**config.mk**
```make
export PLATFORM = sky130hd
export DESIGN_NAME = captura_jogada_flat
export DESIGN_NICKNAME = d
export VERILOG_FILES = /design/src/rtl/captura_jogada_if.sv /design/src/rtl/captura_jogada.sv /design/src/flat_wrapper.sv
export SDC_FILE = /design/constraint.sdc
export NUM_CORES = 1
export LEC_CHECK = 0
export CORE_ASPECT_RATIO = 0.9
export CORE_MARGIN = 2
export CORE_UTILIZATION = 54
export CTS_BUF_LIST = sky130_fd_sc_hd__clkbuf_8
export DETAILED_ROUTE_END_ITERATION = 7
export PLACE_DENSITY = 0.81
export SKIP_CTS_REPAIR_TIMING = 1
export SYNTH_ARGS = -nofsm -noshare
export SYNTH_HDL_FRONTEND = slang
export SYNTH_SLANG_ARGS = --single-unit
```
**constraint.sdc**
```tcl
create_clock -name clock -period 1.99 [get_ports clock]
set_input_delay 0.2985 -clock clock [delete_from_list [all_inputs] [get_ports clock]]
set_output_delay 0.2985 -clock clock [all_outputs]
set_load 0.01 [all_outputs]
```
**src/rtl/captura_jogada_if.sv**
```systemverilog
`timescale 1ns/1ps
`default_nettype none
// ============================================================================
//  Module      : captura_jogada_if
//  Description : Switch-side and game-side signals of the play capture stage.
//                The master drives habilita/chaves and observes the capture
//                results; the slave (capture stage) does the opposite.
//  Revision    : 1.0 - initial release
// ============================================================================
interface captura_jogada_if;
  logic       habilita;
  logic [3:0] chaves;
  logic [3:0] jogada;
  logic       jogada_feita;
  logic       multipla;
  logic       db_tem_jogada;
  logic [3:0] db_estado;

  modport master (
    output habilita,
    output chaves,
    input  jogada,
    input  jogada_feita,
    input  multipla,
    input  db_tem_jogada,
    input  db_estado
  );

  modport slave (
    input  habilita,
    input  chaves,
    output jogada,
    output jogada_feita,
    output multipla,
    output db_tem_jogada,
    output db_estado
  );
endinterface
`default_nettype wire

```
**src/rtl/captura_jogada.sv**
```systemverilog
`timescale 1ns/1ps
`default_nettype none
// ============================================================================
//  Module      : captura_jogada
//  Description : Synchronises and debounces the 4-bit switch bank, registers
//                one stable nonzero pattern per press and emits a single
//                jogada_feita pulse; re-arms only after a stable release.
//  Revision    : 1.0 - initial release
// ============================================================================
module captura_jogada #(
  parameter int DEBOUNCE_CICLOS = 4,
  parameter int CW              = 3
) (
  input  logic            clock,
  input  logic            reset,
  captura_jogada_if.slave bus
);

  // State codes double as the debug display value.
  localparam logic [3:0] c_ocioso        = 4'b0000;
  localparam logic [3:0] c_estabilizando = 4'b0001;
  localparam logic [3:0] c_valido        = 4'b0010;
  localparam logic [3:0] c_liberando     = 4'b0011;

  localparam logic [CW-1:0] c_cnt_zero = '0;
  localparam logic [CW-1:0] c_cnt_um   = CW'(1);
  localparam logic [CW-1:0] c_cnt_alvo = CW'(DEBOUNCE_CICLOS);

  // Two-flop synchroniser for the asynchronous switches.
  logic [3:0]    r_sync1;
  logic [3:0]    r_sync2;

  logic [3:0]    r_estado;
  logic [3:0]    w_estado_prox;
  logic [CW-1:0] r_cnt;
  logic [CW-1:0] w_cnt_prox;
  logic [CW-1:0] w_cnt_inc;
  logic [3:0]    r_candidato;
  logic [3:0]    w_cand_prox;
  logic          w_aceita;
  logic          w_multipla;

  logic [3:0]    r_jogada;
  logic          r_jogada_feita;
  logic          r_multipla;
  logic          w_tem_jogada;
  logic [3:0]    w_db_estado;

  logic [3:0]    w_s;

  assign w_s = r_sync2;

  // Stability counter advances by one and saturates at the debounce target.
  assign w_cnt_inc = (r_cnt >= c_cnt_alvo) ? r_cnt : r_cnt + c_cnt_um;

  // More than one bit set: clearing the lowest set bit leaves something.
  assign w_multipla = ((w_cand_prox & (w_cand_prox - 4'd1)) != 4'd0);

  // State register; reset always lands in idle.
  always_ff @(posedge clock) begin
    if (reset) begin
      r_estado <= c_ocioso;
    end else begin
      r_estado <= w_estado_prox;
    end
  end

  // Next-state, counter/candidate update and accept decision.
  always_comb begin
    w_estado_prox = r_estado;
    w_cnt_prox    = r_cnt;
    w_cand_prox   = r_candidato;
    w_aceita      = 1'b0;
    case (r_estado)
      c_ocioso: begin
        w_cnt_prox = c_cnt_zero;
        if ((w_s != 4'b0000) && bus.habilita) begin
          w_cand_prox = w_s;
          w_cnt_prox  = c_cnt_um;
          // A one-sample debounce accepts on the very first sample.
          if (c_cnt_um >= c_cnt_alvo) begin
            w_aceita      = 1'b1;
            w_estado_prox = c_valido;
          end else begin
            w_estado_prox = c_estabilizando;
          end
        end
      end
      c_estabilizando: begin
        if ((w_s == 4'b0000) || !bus.habilita) begin
          w_cnt_prox    = c_cnt_zero;
          w_estado_prox = c_ocioso;
        end else if (w_s != r_candidato) begin
          w_cand_prox = w_s;
          w_cnt_prox  = c_cnt_um;
        end else begin
          w_cnt_prox = w_cnt_inc;
          if (w_cnt_inc >= c_cnt_alvo) begin
            w_aceita      = 1'b1;
            w_estado_prox = c_valido;
          end
        end
      end
      c_valido: begin
        // Other nonzero patterns are ignored until the keys are released.
        if (w_s == 4'b0000) begin
          if (c_cnt_um >= c_cnt_alvo) begin
            w_cnt_prox    = c_cnt_zero;
            w_estado_prox = c_ocioso;
          end else begin
            w_cnt_prox    = c_cnt_um;
            w_estado_prox = c_liberando;
          end
        end
      end
      c_liberando: begin
        if (w_s != 4'b0000) begin
          // Release bounce: back to holding, no new pulse.
          w_cnt_prox    = c_cnt_zero;
          w_estado_prox = c_valido;
        end else begin
          w_cnt_prox = w_cnt_inc;
          if (w_cnt_inc >= c_cnt_alvo) begin
            w_cnt_prox    = c_cnt_zero;
            w_estado_prox = c_ocioso;
          end
        end
      end
      default: begin
        w_cnt_prox    = c_cnt_zero;
        w_estado_prox = c_ocioso;
      end
    endcase
  end

  // State-decoded debug outputs.
  always_comb begin
    w_db_estado  = r_estado;
    w_tem_jogada = 1'b0;
    if ((r_estado == c_valido) || (r_estado == c_liberando)) begin
      w_tem_jogada = 1'b1;
    end
  end

  // Synchroniser, datapath registers and registered capture outputs.
  always_ff @(posedge clock) begin
    if (reset) begin
      r_sync1        <= 4'b0000;
      r_sync2        <= 4'b0000;
      r_cnt          <= c_cnt_zero;
      r_candidato    <= 4'b0000;
      r_jogada       <= 4'b0000;
      r_jogada_feita <= 1'b0;
      r_multipla     <= 1'b0;
    end else begin
      r_sync1        <= bus.chaves;
      r_sync2        <= r_sync1;
      r_cnt          <= w_cnt_prox;
      r_candidato    <= w_cand_prox;
      r_jogada_feita <= w_aceita;
      r_multipla     <= w_aceita & w_multipla;
      if (w_aceita) begin
        r_jogada <= w_cand_prox;
      end
    end
  end

  assign bus.jogada        = r_jogada;
  assign bus.jogada_feita  = r_jogada_feita;
  assign bus.multipla      = r_multipla;
  assign bus.db_tem_jogada = w_tem_jogada;
  assign bus.db_estado     = w_db_estado;

endmodule
`default_nettype wire

```
**src/flat_wrapper.sv**
```systemverilog
// flat-port wrapper written by rule: the top's interface ports become plain ports
module captura_jogada_flat 
#(
  parameter int DEBOUNCE_CICLOS = 4,
  parameter int CW              = 3
)
  (clock, reset, bus_habilita, bus_chaves, bus_jogada, bus_jogada_feita, bus_multipla, bus_db_tem_jogada, bus_db_estado);
  captura_jogada_if bus_i ();
  input  logic clock;
  input  logic reset;
  input wire logic [$bits(bus_i.habilita)-1:0] bus_habilita;
  input wire logic [$bits(bus_i.chaves)-1:0] bus_chaves;
  output wire logic [$bits(bus_i.jogada)-1:0] bus_jogada;
  output wire logic [$bits(bus_i.jogada_feita)-1:0] bus_jogada_feita;
  output wire logic [$bits(bus_i.multipla)-1:0] bus_multipla;
  output wire logic [$bits(bus_i.db_tem_jogada)-1:0] bus_db_tem_jogada;
  output wire logic [$bits(bus_i.db_estado)-1:0] bus_db_estado;
  assign bus_i.habilita = bus_habilita;
  assign bus_i.chaves = bus_chaves;
  assign bus_jogada = bus_i.jogada;
  assign bus_jogada_feita = bus_i.jogada_feita;
  assign bus_multipla = bus_i.multipla;
  assign bus_db_tem_jogada = bus_i.db_tem_jogada;
  assign bus_db_estado = bus_i.db_estado;
  captura_jogada #(.DEBOUNCE_CICLOS(DEBOUNCE_CICLOS), .CW(CW)) u_core (.clock(clock), .reset(reset), .bus(bus_i));
endmodule
```
==> metrics.cfg, run 1 <==
[routing]
wire_per_inst_um = 13.7
drt_iter0_drc = 17
drc = 0
totalWireLength_mm = 2.24
first_pass_iters = 4
met3_length_um = 57
drt-vias-per-instance = 5.58
top_layer = met4
drtAntennaViolNets = 0
route.met2.wl_mm = 1.04
wl_met1_mm = 1.08
vias = 910

[worst_hold_path]
hold_path_depth = 1
min_to = u_core.r_sync2[2]
hold_class = register to register
min-delay-start = u_core.r_sync1[2]

[grt]
grt_pass1_vias = 822
antenna_found_initial = 0
grt_max_degree = 16
grtUsageTotal_pct = 21.0
overflow = 0
grt_pass1_wl_mm = 3.64

[final_layout]
multi_input_area_um2 = 552
antenna_cells = 0
syn_to_final_growth_pct = 20.5
regArea_um2 = 460
nets = 149
fin_cells = 163
utilization_pct = 69.3
layout-drive-gt1-share_pct = 15.9
fill_cells = 162

[logic_synthesis]
yosys_warnings = 0
syn_avg_cell_area_um2 = 9.10
synth_seq_cells = 23
yosysUniqueCellTypes = 38
synth_edf_count = 0
syn_area_mm2 = 0.00110
synthArstFlopShare_pct = 0
ys_seq_area_share_pct = 41.8
synth_cells = 121
ys.flop_type = dfxtp_1

[sta]
drv_slew = 0
final.setup.tns_ns = 0
period_share_pct = 89.9
fmax_mhz = 559
hold_violations = 0
skew_ns = 0.00361
setup_violations = 0
rsz0062_at_grt = no
fin_crit_ns = 1.79

[power_and_ir_drop]
leakagePower_nw = 0.492
vdd_drop_max_v = 0.000568
powerDensity_mw_per_mm2 = 672

[placement]
globalplace.congestion = 0.872
dp_cells = 159
detailed_place_hpwl_mm = 1.60
portBuffers = 15

[job]
drv_cap = 0

[worst_setup_path]
critPathMaxStageDelay_ns = 0.62
ff2ff_setup_slack_ns = 0.29
startpoint = u_core.bus.db_estado[1]
path_class = register to output port
critPathMaxFanout = 12
worst-endpoint-arrival_ns = 1.49
crit_path_start_kind = register
cp.required_ns = 1.69
r2r-end = u_core.bus.multipla
worst-path-stages = 1
ff2ff_path_depth = 5
crit_family = buffers and inverters
reg2reg_from = u_core.r_sync2[0]
crit_path_top_delay_cell = clkdlybuf4s50_1
cp-end-kind = output port
path_cells = clkdlybuf4s50_1
worst-path-buf-inv = 1

[cts]
htree_num_levels = 1
cts_made_buffers = 3
cts_num_sinks = 23
cts_root_buf = clkbuf_8
insertion_delay_ns = 0.27
clk_pin_slew_ns = 0.08
cts_tree = built
cts_buffer_depth = 2

[floorplanning]
core_area_mm2 = 0.00191
ios = 18
die_w_um = 51.6
die-area_mm2 = 0.00242
start_util_pct = 57.5
num_rows = 15
die_h_um = 46.8

[status]
status = finished clean

## Yosys cell counts, drive strengths merged, types with 2 or more instances
library cell	n	share of area [%]
nand2	9	3.3
inv	5	1.7
dfxtp	23	42
or3	3	1.7
mux2i	2	1.8
a31o	3	2.4
o21ai	7	3.2
nor2b	9	5.1
xnor2	4	3.2
nand3	4	1.8
and3	2	1.1
a211oi	4	3.6
ha	3	3.4
a21oi	5	2.3
a31oi	2	2.5
nor4	6	4.0
buf	7	5.0
nor2	6	2.0
clkbuf	5	1.7
## stage by stage
stage                     worst slack [ns]  hold WS, ns  power, mW  cell area (µm²)
final                                0.202        0.442      0.891             1330
after global routing                 0.128        0.460      0.929             1330
after CTS                            0.190        0.447      0.893             1330
after detailed placement            0.0799        0.429      0.608             1280
after global placement              0.0881        0.417      0.606             1280
after floorplan                      0.328        0.370      0.570             1100
## registers in the layout, summed over array words and instances, names as in the netlist
name                     cells
u_core.bus.jogada_feita      1
u_core.r_candidato           4
u_core.bus.db_estado         2
u_core.r_sync1               4
u_core.bus.jogada            4
u_core.r_sync2               4
u_core.r_cnt                 3
u_core.bus.multipla          1
## logic make-up (layout without fill, tap and decap cells)
logic type | count (synthesis) | count (layout) | share of synthesized area, %
and+or+nand+nor | 44 | 44 | 22.4
buffers and inverters | 17 | 33 | 8.41
adders and majority gates | 3 | 3 | 3.41
AOI/OAI and AO/OA | 27 | 27 | 18.6
muxes | 2 | 2 | 1.82
DFF | 23 | 23 | 41.8
other | 1 | 2 | 0.341
xor gates and xnor gates | 4 | 4 | 3.18
## power breakdown
group	internal (mW)	switching (mW)
combinational	0.0548	0.0586
sequential	0.472	0.0152
clock	0.140	0.150
total	0.667	0.224
## cell type report
cell class / count / share of cell area [%]
timing repair buffer: 24 / 16.4
inverter: 5 / 1.42
multi-input combinational: 82 / 41.6
sequential: 23 / 34.7
tap: 25 / 2.36
clock buffer: 3 / 3.11
clock inverter: 1 / 0.377
## routing by layer
metal | vias to the layer above | GRT usage, %
li1 | 453 | -
met1 | 433 | 28.3
met2 | 17 | 32.3
met3 | 7 | 2.87
met4 | 0 | 13.7
met5 | - | 0
## cells in the final DEF (no fill, tap or decap), types with 2 or more instances in the layout
cell and count:
clkbuf_8 3, buf_4 9, or3_1 3, mux2i_1 2, nand3_1 4, nor4_1 5
and3_1 2, a211oi_1 2, a211oi_2 2, o21ai_0 7, xnor2_1 4, conb_1 2
nor2b_1 9, a21oi_1 5, ha_1 3, nor2_1 6, clkdlybuf4s50_1 15, a31o_2 2
dfxtp_1 23, inv_1 5, nand2_1 8
## how the worst max path moves through the flow
stage                               to  slack, ns
2_1_floorplan     u_core.bus.jogada[0]       0.33
3_3_place_gp   u_core.bus.jogada_feita       0.09
3_5_place_dp       u_core.bus.multipla       0.08
4_1_cts               bus_db_estado[1]       0.19
5_1_grt               bus_db_estado[1]       0.13
6_report              bus_db_estado[1]       0.20
No activity file was read; power rests on OpenSTA's default activity.
==> inputs of run 2 (changes only) <==
--- a/config.mk
+++ b/config.mk
@@ -5,7 +5,6 @@
 export SDC_FILE = /design/constraint.sdc
 export NUM_CORES = 1
 export LEC_CHECK = 0
-export CORE_ASPECT_RATIO = 0.9
 export CORE_MARGIN = 2
 export CORE_UTILIZATION = 54
 export CTS_BUF_LIST = sky130_fd_sc_hd__clkbuf_8
==> metrics.cfg, run 2 (synthesized netlist as in run 1, its figures left out) <==
[final_layout]
antenna_cells = 0  ; unchanged
layout_commonest_cell = dfxtp_1  ; unchanged
layout-drive-gt1-share_pct = 14.0  ; was 15.9%
stdcell_area_mm2 = 0.00131  ; was 0.00133 mm²
nets = 147  ; was 149
final_cell_mix = dfxtp_1 (23), clkdlybuf4s50_1 (15), nor2b_1 (9)  ; was dfxtp_1 (23), clkdlybuf4s50_1 (15), nor2b_1 (9), buf_4 (9), nand2_1 (8)
syn_to_final_growth_pct = 19.2  ; was 20.5%
fin_cells = 163  ; unchanged

[floorplanning]
die_h_um = 49.2  ; was 46.8 µm
num_rows = 16  ; was 15
die_w_um = 49.2  ; was 51.6 µm
start_util_pct = 56.7  ; was 57.5%
die-area_mm2 = 0.00242  ; about the same
core_area_mm2 = 0.00194  ; was 0.00191 mm²
ios = 18  ; unchanged

[routing]
drc = 0  ; unchanged
drt-vias-per-instance = 5.91  ; was 5.58
vias = 963  ; was 910
drt_iter0_drc = 37  ; was 17
wire_per_inst_um = 14.1  ; was 13.7 µm
first_pass_iters = 4  ; unchanged
drtAntennaViolNets = 0  ; unchanged
totalWireLength_mm = 2.30  ; was 2.24 mm

[sta]
rsz0062_at_grt = no  ; unchanged
fmax_mhz = 572  ; was 559 MHz
skew_ns = 0.00156  ; was 0.00361 ns
drv_slew = 0  ; unchanged
worst_slack_ns = 0.242  ; was 0.202 ns
setup_violations = 0  ; unchanged
final.setup.tns_ns = 0  ; unchanged
fin_crit_ns = 1.75  ; was 1.79 ns
period_share_pct = 87.8  ; was 89.9%
hold_violations = 0  ; unchanged

[cts]
cts_made_buffers = 3  ; unchanged
cts_buffer_depth = 2  ; unchanged
cts_num_sinks = 23  ; unchanged
insertion_delay_ns = 0.26  ; was 0.27 ns
htree_num_levels = 1  ; unchanged
clk_pin_slew_ns = 0.08  ; about the same
cts_tree = built  ; unchanged
cts_root_buf = clkbuf_8  ; unchanged

[worst_setup_path]
critPathMaxFanout = 7  ; was 12
critPathMaxStageDelay_ns = 0.53  ; was 0.62 ns
cp.required_ns = 2.15  ; was 1.69 ns
reg2reg_from = u_core.r_sync2[3]  ; was u_core.r_sync2[0]
path_cells = xnor2_1 > nand4_1 > or3_1 > a31o_2  ; was clkdlybuf4s50_1
cp-end-kind = register  ; was output port
ff2ff_path_depth = 4  ; was 5
ff2ff_setup_slack_ns = 0.24  ; was 0.29 ns
r2r-end = u_core.bus.jogada[1]  ; was u_core.bus.multipla
worst-endpoint-arrival_ns = 1.90  ; was 1.49 ns
crit_path_top_delay_cell = or3_1  ; was clkdlybuf4s50_1
path_class = register to register  ; was register to output port
crit_path_start_kind = register  ; unchanged

[grt]
overflow = 0  ; unchanged
use_met1_pct = 25.3  ; was 28.3%
grt_use_met2_pct = 33.8  ; was 32.3%
grt_pass1_wl_mm = 3.84  ; was 3.64 mm
antenna_found_initial = 0  ; unchanged
grt_pass1_vias = 896  ; was 822
grt_max_degree = 16  ; unchanged
busiest_layer = met2  ; unchanged
grtUsageTotal_pct = 19.8  ; was 21.0%
grt_util_met3_pct = 2.76  ; was 2.87%

[worst_hold_path]
hold_path_depth = 1  ; unchanged
hold_class = register to register  ; unchanged
min-delay-start = u_core.r_sync1[3]  ; was u_core.r_sync1[2]
min_to = u_core.r_sync2[3]  ; was u_core.r_sync2[2]

[job]
drv_cap = 0  ; unchanged

[placement]
portBuffers = 15  ; unchanged
dp_cells = 159  ; unchanged
detailed_place_hpwl_mm = 1.58  ; was 1.60 mm
globalplace.congestion = 0.927  ; was 0.872
postPlaceCellArea_mm2 = 0.00127  ; was 0.00128 mm²
dp_slack_ns = 0.0373  ; was 0.0799 ns

[power_and_ir_drop]
vdd_drop_max_v = 0.000554  ; was 0.000568 V
powerDensity_mw_per_mm2 = 667  ; was 672 mW/mm²
leakagePower_nw = 0.485  ; was 0.492 nW

[status]
status = finished clean  ; unchanged

## run 2: cell type report
class / count / area (µm²)
Fill cell: 164 / 629
Multi-Input combinational cell: 82 / 552
Sequential cell: 23 / 460
Timing Repair Buffer: 22 / 203
Clock buffer: 3 / 41.3
Tap cell: 27 / 33.8
Inverter: 5 / 18.8
Clock inverter: 1 / 3.75
## run 2: critical path, delay by kind of cell (launching register included)
family          cells  cell delay (ns)
simple gates        2             0.67
compound gates      1             0.31
xor+xnor            1             0.17
flops               1             0.50
## run 2: stage by stage
step                      util (%)  total power [mW]  hold slack [ns]
after floorplan                  -             0.570            0.370
after global placement        65.3             0.604            0.417
after detailed placement      65.3             0.607            0.429
after CTS                     67.6             0.879            0.453
after global routing          67.6             0.912            0.462
final                         67.6             0.875            0.451
## run 2: layer usage
layer	up-vias	part of all wire, %
met1	455	43
li1	449	-
met4	0	1.6
met5	-	0
met2	51	49
met3	8	6.6
## run 2: worst max path at each step
stage | startpoint | to | slack, ns | depth (start not counted)
6_report | u_core.r_sync2[3] | u_core.bus.jogada[1] | 0.24 | 4
5_1_grt | u_core.r_sync2[2] | u_core.bus.jogada[0] | 0.18 | 4
4_1_cts | u_core.bus.db_estado[1] | bus_db_tem_jogada | 0.24 | 1
3_5_place_dp | bus_habilita | u_core.bus.jogada[1] | 0.04 | 5
3_3_place_gp | bus_habilita | u_core.bus.jogada[1] | 0.05 | 5
2_1_floorplan | u_core.r_sync2[2] | u_core.bus.jogada[0] | 0.33 | 6
## run 2: where the power goes
part | switching, mW | internal [mW]
logic | 0.0587 | 0.0538
registers | 0.0149 | 0.472
clock network | 0.138 | 0.137
==> inputs of run 3 (changes only) <==
--- a/config.mk
+++ b/config.mk
@@ -5,11 +5,12 @@
 export SDC_FILE = /design/constraint.sdc
 export NUM_CORES = 1
 export LEC_CHECK = 0
+export CORE_ASPECT_RATIO = 1.75
 export CORE_MARGIN = 2
-export CORE_UTILIZATION = 54
+export CORE_UTILIZATION = 45
 export CTS_BUF_LIST = sky130_fd_sc_hd__clkbuf_8
 export DETAILED_ROUTE_END_ITERATION = 7
-export PLACE_DENSITY = 0.81
+export PLACE_DENSITY = 0.78
 export SKIP_CTS_REPAIR_TIMING = 1
 export SYNTH_ARGS = -nofsm -noshare
 export SYNTH_HDL_FRONTEND = slang
==> metrics.cfg, run 3 (synthesized netlist as in run 1, its figures left out) <==
[worst_setup_path]
crit_family = buffers and inverters  ; was simple AND/OR/NAND/NOR gates
cp.required_ns = 1.69  ; was 2.15 ns
critPathMaxFanout = 12  ; was 7
crit_path_top_delay_cell = clkdlybuf4s50_1  ; was or3_1
path_cells = clkdlybuf4s50_1  ; was xnor2_1 > nand4_1 > or3_1 > a31o_2
worst-path-buf-inv = 1  ; was 0
path_class = register to output port  ; was register to register
ff2ff_setup_slack_ns = 0.32  ; was 0.24 ns
crit_path_start_kind = register  ; unchanged
cp-end-kind = output port  ; was register
critPathMaxStageDelay_ns = 0.61  ; was 0.53 ns
worst-endpoint-arrival_ns = 1.43  ; was 1.90 ns

[routing]
first_pass_iters = 4  ; unchanged
drtAntennaViolNets = 0  ; unchanged
totalWireLength_mm = 2.27  ; was 2.30 mm
vias = 931  ; was 963
wire_per_inst_um = 14.0  ; was 14.1 µm
drc = 0  ; unchanged
drt-vias-per-instance = 5.71  ; was 5.91
drt_iter0_drc = 32  ; was 37

[status]
status = finished clean  ; unchanged

[cts]
cts_tree = built  ; unchanged
cts_root_buf = clkbuf_8  ; unchanged
cts_buffer_depth = 2  ; unchanged
clk_pin_slew_ns = 0.08  ; about the same
cts_made_buffers = 3  ; unchanged
htree_num_levels = 1  ; unchanged
insertion_delay_ns = 0.27  ; was 0.26 ns
cts_num_sinks = 23  ; unchanged

[power_and_ir_drop]
p_switching_mw = 0.219  ; was 0.211 mW
p_seq_share_pct = 55.0  ; was 55.7%
p_int_mw = 0.667  ; was 0.664 mW
sw_frac_of_total_pct = 24.8  ; was 24.1%
clkPwrFrac_pct = 32.4  ; was 31.4%
leakagePower_nw = 0.492  ; was 0.485 nW
combPwrFrac_pct = 12.6  ; was 12.9%
powerDensity_mw_per_mm2 = 668  ; was 667 mW/mm²
vdd_drop_max_v = 0.000681  ; was 0.000554 V

[floorplanning]
die_h_um = 69.4  ; was 49.2 µm
die-area_mm2 = 0.00287  ; was 0.00242 mm²
num_rows = 23  ; was 16
ios = 18  ; unchanged
start_util_pct = 47.8  ; was 56.7%
core_area_mm2 = 0.00230  ; was 0.00194 mm²
die_w_um = 41.4  ; was 49.2 µm

[placement]
globalplace.congestion = 0.947  ; was 0.927
portBuffers = 15  ; unchanged
dp_slack_ns = 0.0808  ; was 0.0373 ns
detailed_place_hpwl_mm = 1.73  ; was 1.58 mm

[grt]
grt_pass1_wl_mm = 3.60  ; was 3.84 mm
antenna_found_initial = 0  ; unchanged
grt_pass1_vias = 856  ; was 896
overflow = 0  ; unchanged
grt_max_degree = 16  ; unchanged
grtUsageTotal_pct = 18.3  ; was 19.8%

[sta]
final.setup.tns_ns = 0  ; unchanged
rsz0062_at_grt = no  ; unchanged
fmax_mhz = 577  ; was 572 MHz
drv_slew = 0  ; unchanged
period_share_pct = 87.1  ; was 87.8%
fin_crit_ns = 1.73  ; was 1.75 ns
skew_ns = 0.00519  ; was 0.00156 ns
hold_violations = 0  ; unchanged
worst_slack_ns = 0.257  ; was 0.242 ns
setup_violations = 0  ; unchanged

[worst_hold_path]
hold_class = register to register  ; unchanged

[final_layout]
final_cell_mix = dfxtp_1 (23), clkdlybuf4s50_1 (15), nor2b_1 (9), buf_4 (9), nand2_1 (8)  ; was dfxtp_1 (23), clkdlybuf4s50_1 (15), nor2b_1 (9)
layout-drive-gt1-share_pct = 15.9  ; was 14.0%
utilization_pct = 57.6  ; was 67.6%
fill_cells = 220  ; was 164
syn_to_final_growth_pct = 20.5  ; was 19.2%
nets = 149  ; was 147
layout_commonest_cell = dfxtp_1  ; unchanged
antenna_cells = 0  ; unchanged

[job]
drv_cap = 0  ; unchanged

==> run 3: per-layer routing <==
metal,track usage [%],part of all wire [%],vias up
li1,-,-,454
met1,20.2,39,446
met2,29.0,54,23
met3,3.21,3.5,8
met4,12.2,3.6,0
met5,0,0,-
==> run 3: cell type report <==
cell class	count	area (µm²)	share of cell area, %
tap	25	31.3	2.36
multi-input combinational	82	552	41.6
timing repair buffer	24	218	16.4
clock buffer	3	41.3	3.11
sequential	23	460	34.7
clock inverter	1	5.00	0.377
inverter	5	18.8	1.42
==> run 3: worst paths after layout <==
kind / cells after the start / from / end
max: 1 / u_core.bus.db_estado[1] / bus_db_tem_jogada
max reg2reg: 5 / u_core.r_sync2[0] / u_core.bus.multipla
min: 1 / u_core.r_sync1[0] / u_core.r_sync2[0]
min reg2reg: 1 / u_core.r_sync1[0] / u_core.r_sync2[0]
==> run 3: stage by stage <==
step / hold slack, ns / area (µm²) / cells / total power [mW]
2_1_floorplan: 0.370 / 1100 / 122 / 0.570
3_3_place_gp: 0.417 / 1280 / 159 / 0.605
3_5_place_dp: 0.424 / 1280 / 159 / 0.609
4_1_cts: 0.443 / 1330 / 163 / 0.894
5_1_grt: 0.463 / 1330 / 163 / 0.927
6_report: 0.440 / 1330 / 163 / 0.886
==> run 3: power groups by stage <==
stage | clock, mW | sequential [mW] | combinational, mW
6_report | 0.287 | 0.487 | 0.112
5_1_grt | 0.315 | 0.489 | 0.123
4_1_cts | 0.295 | 0.487 | 0.112
3_5_place_dp | 0 | 0.498 | 0.111
3_3_place_gp | 0 | 0.497 | 0.108
2_1_floorplan | 0 | 0.490 | 0.0799
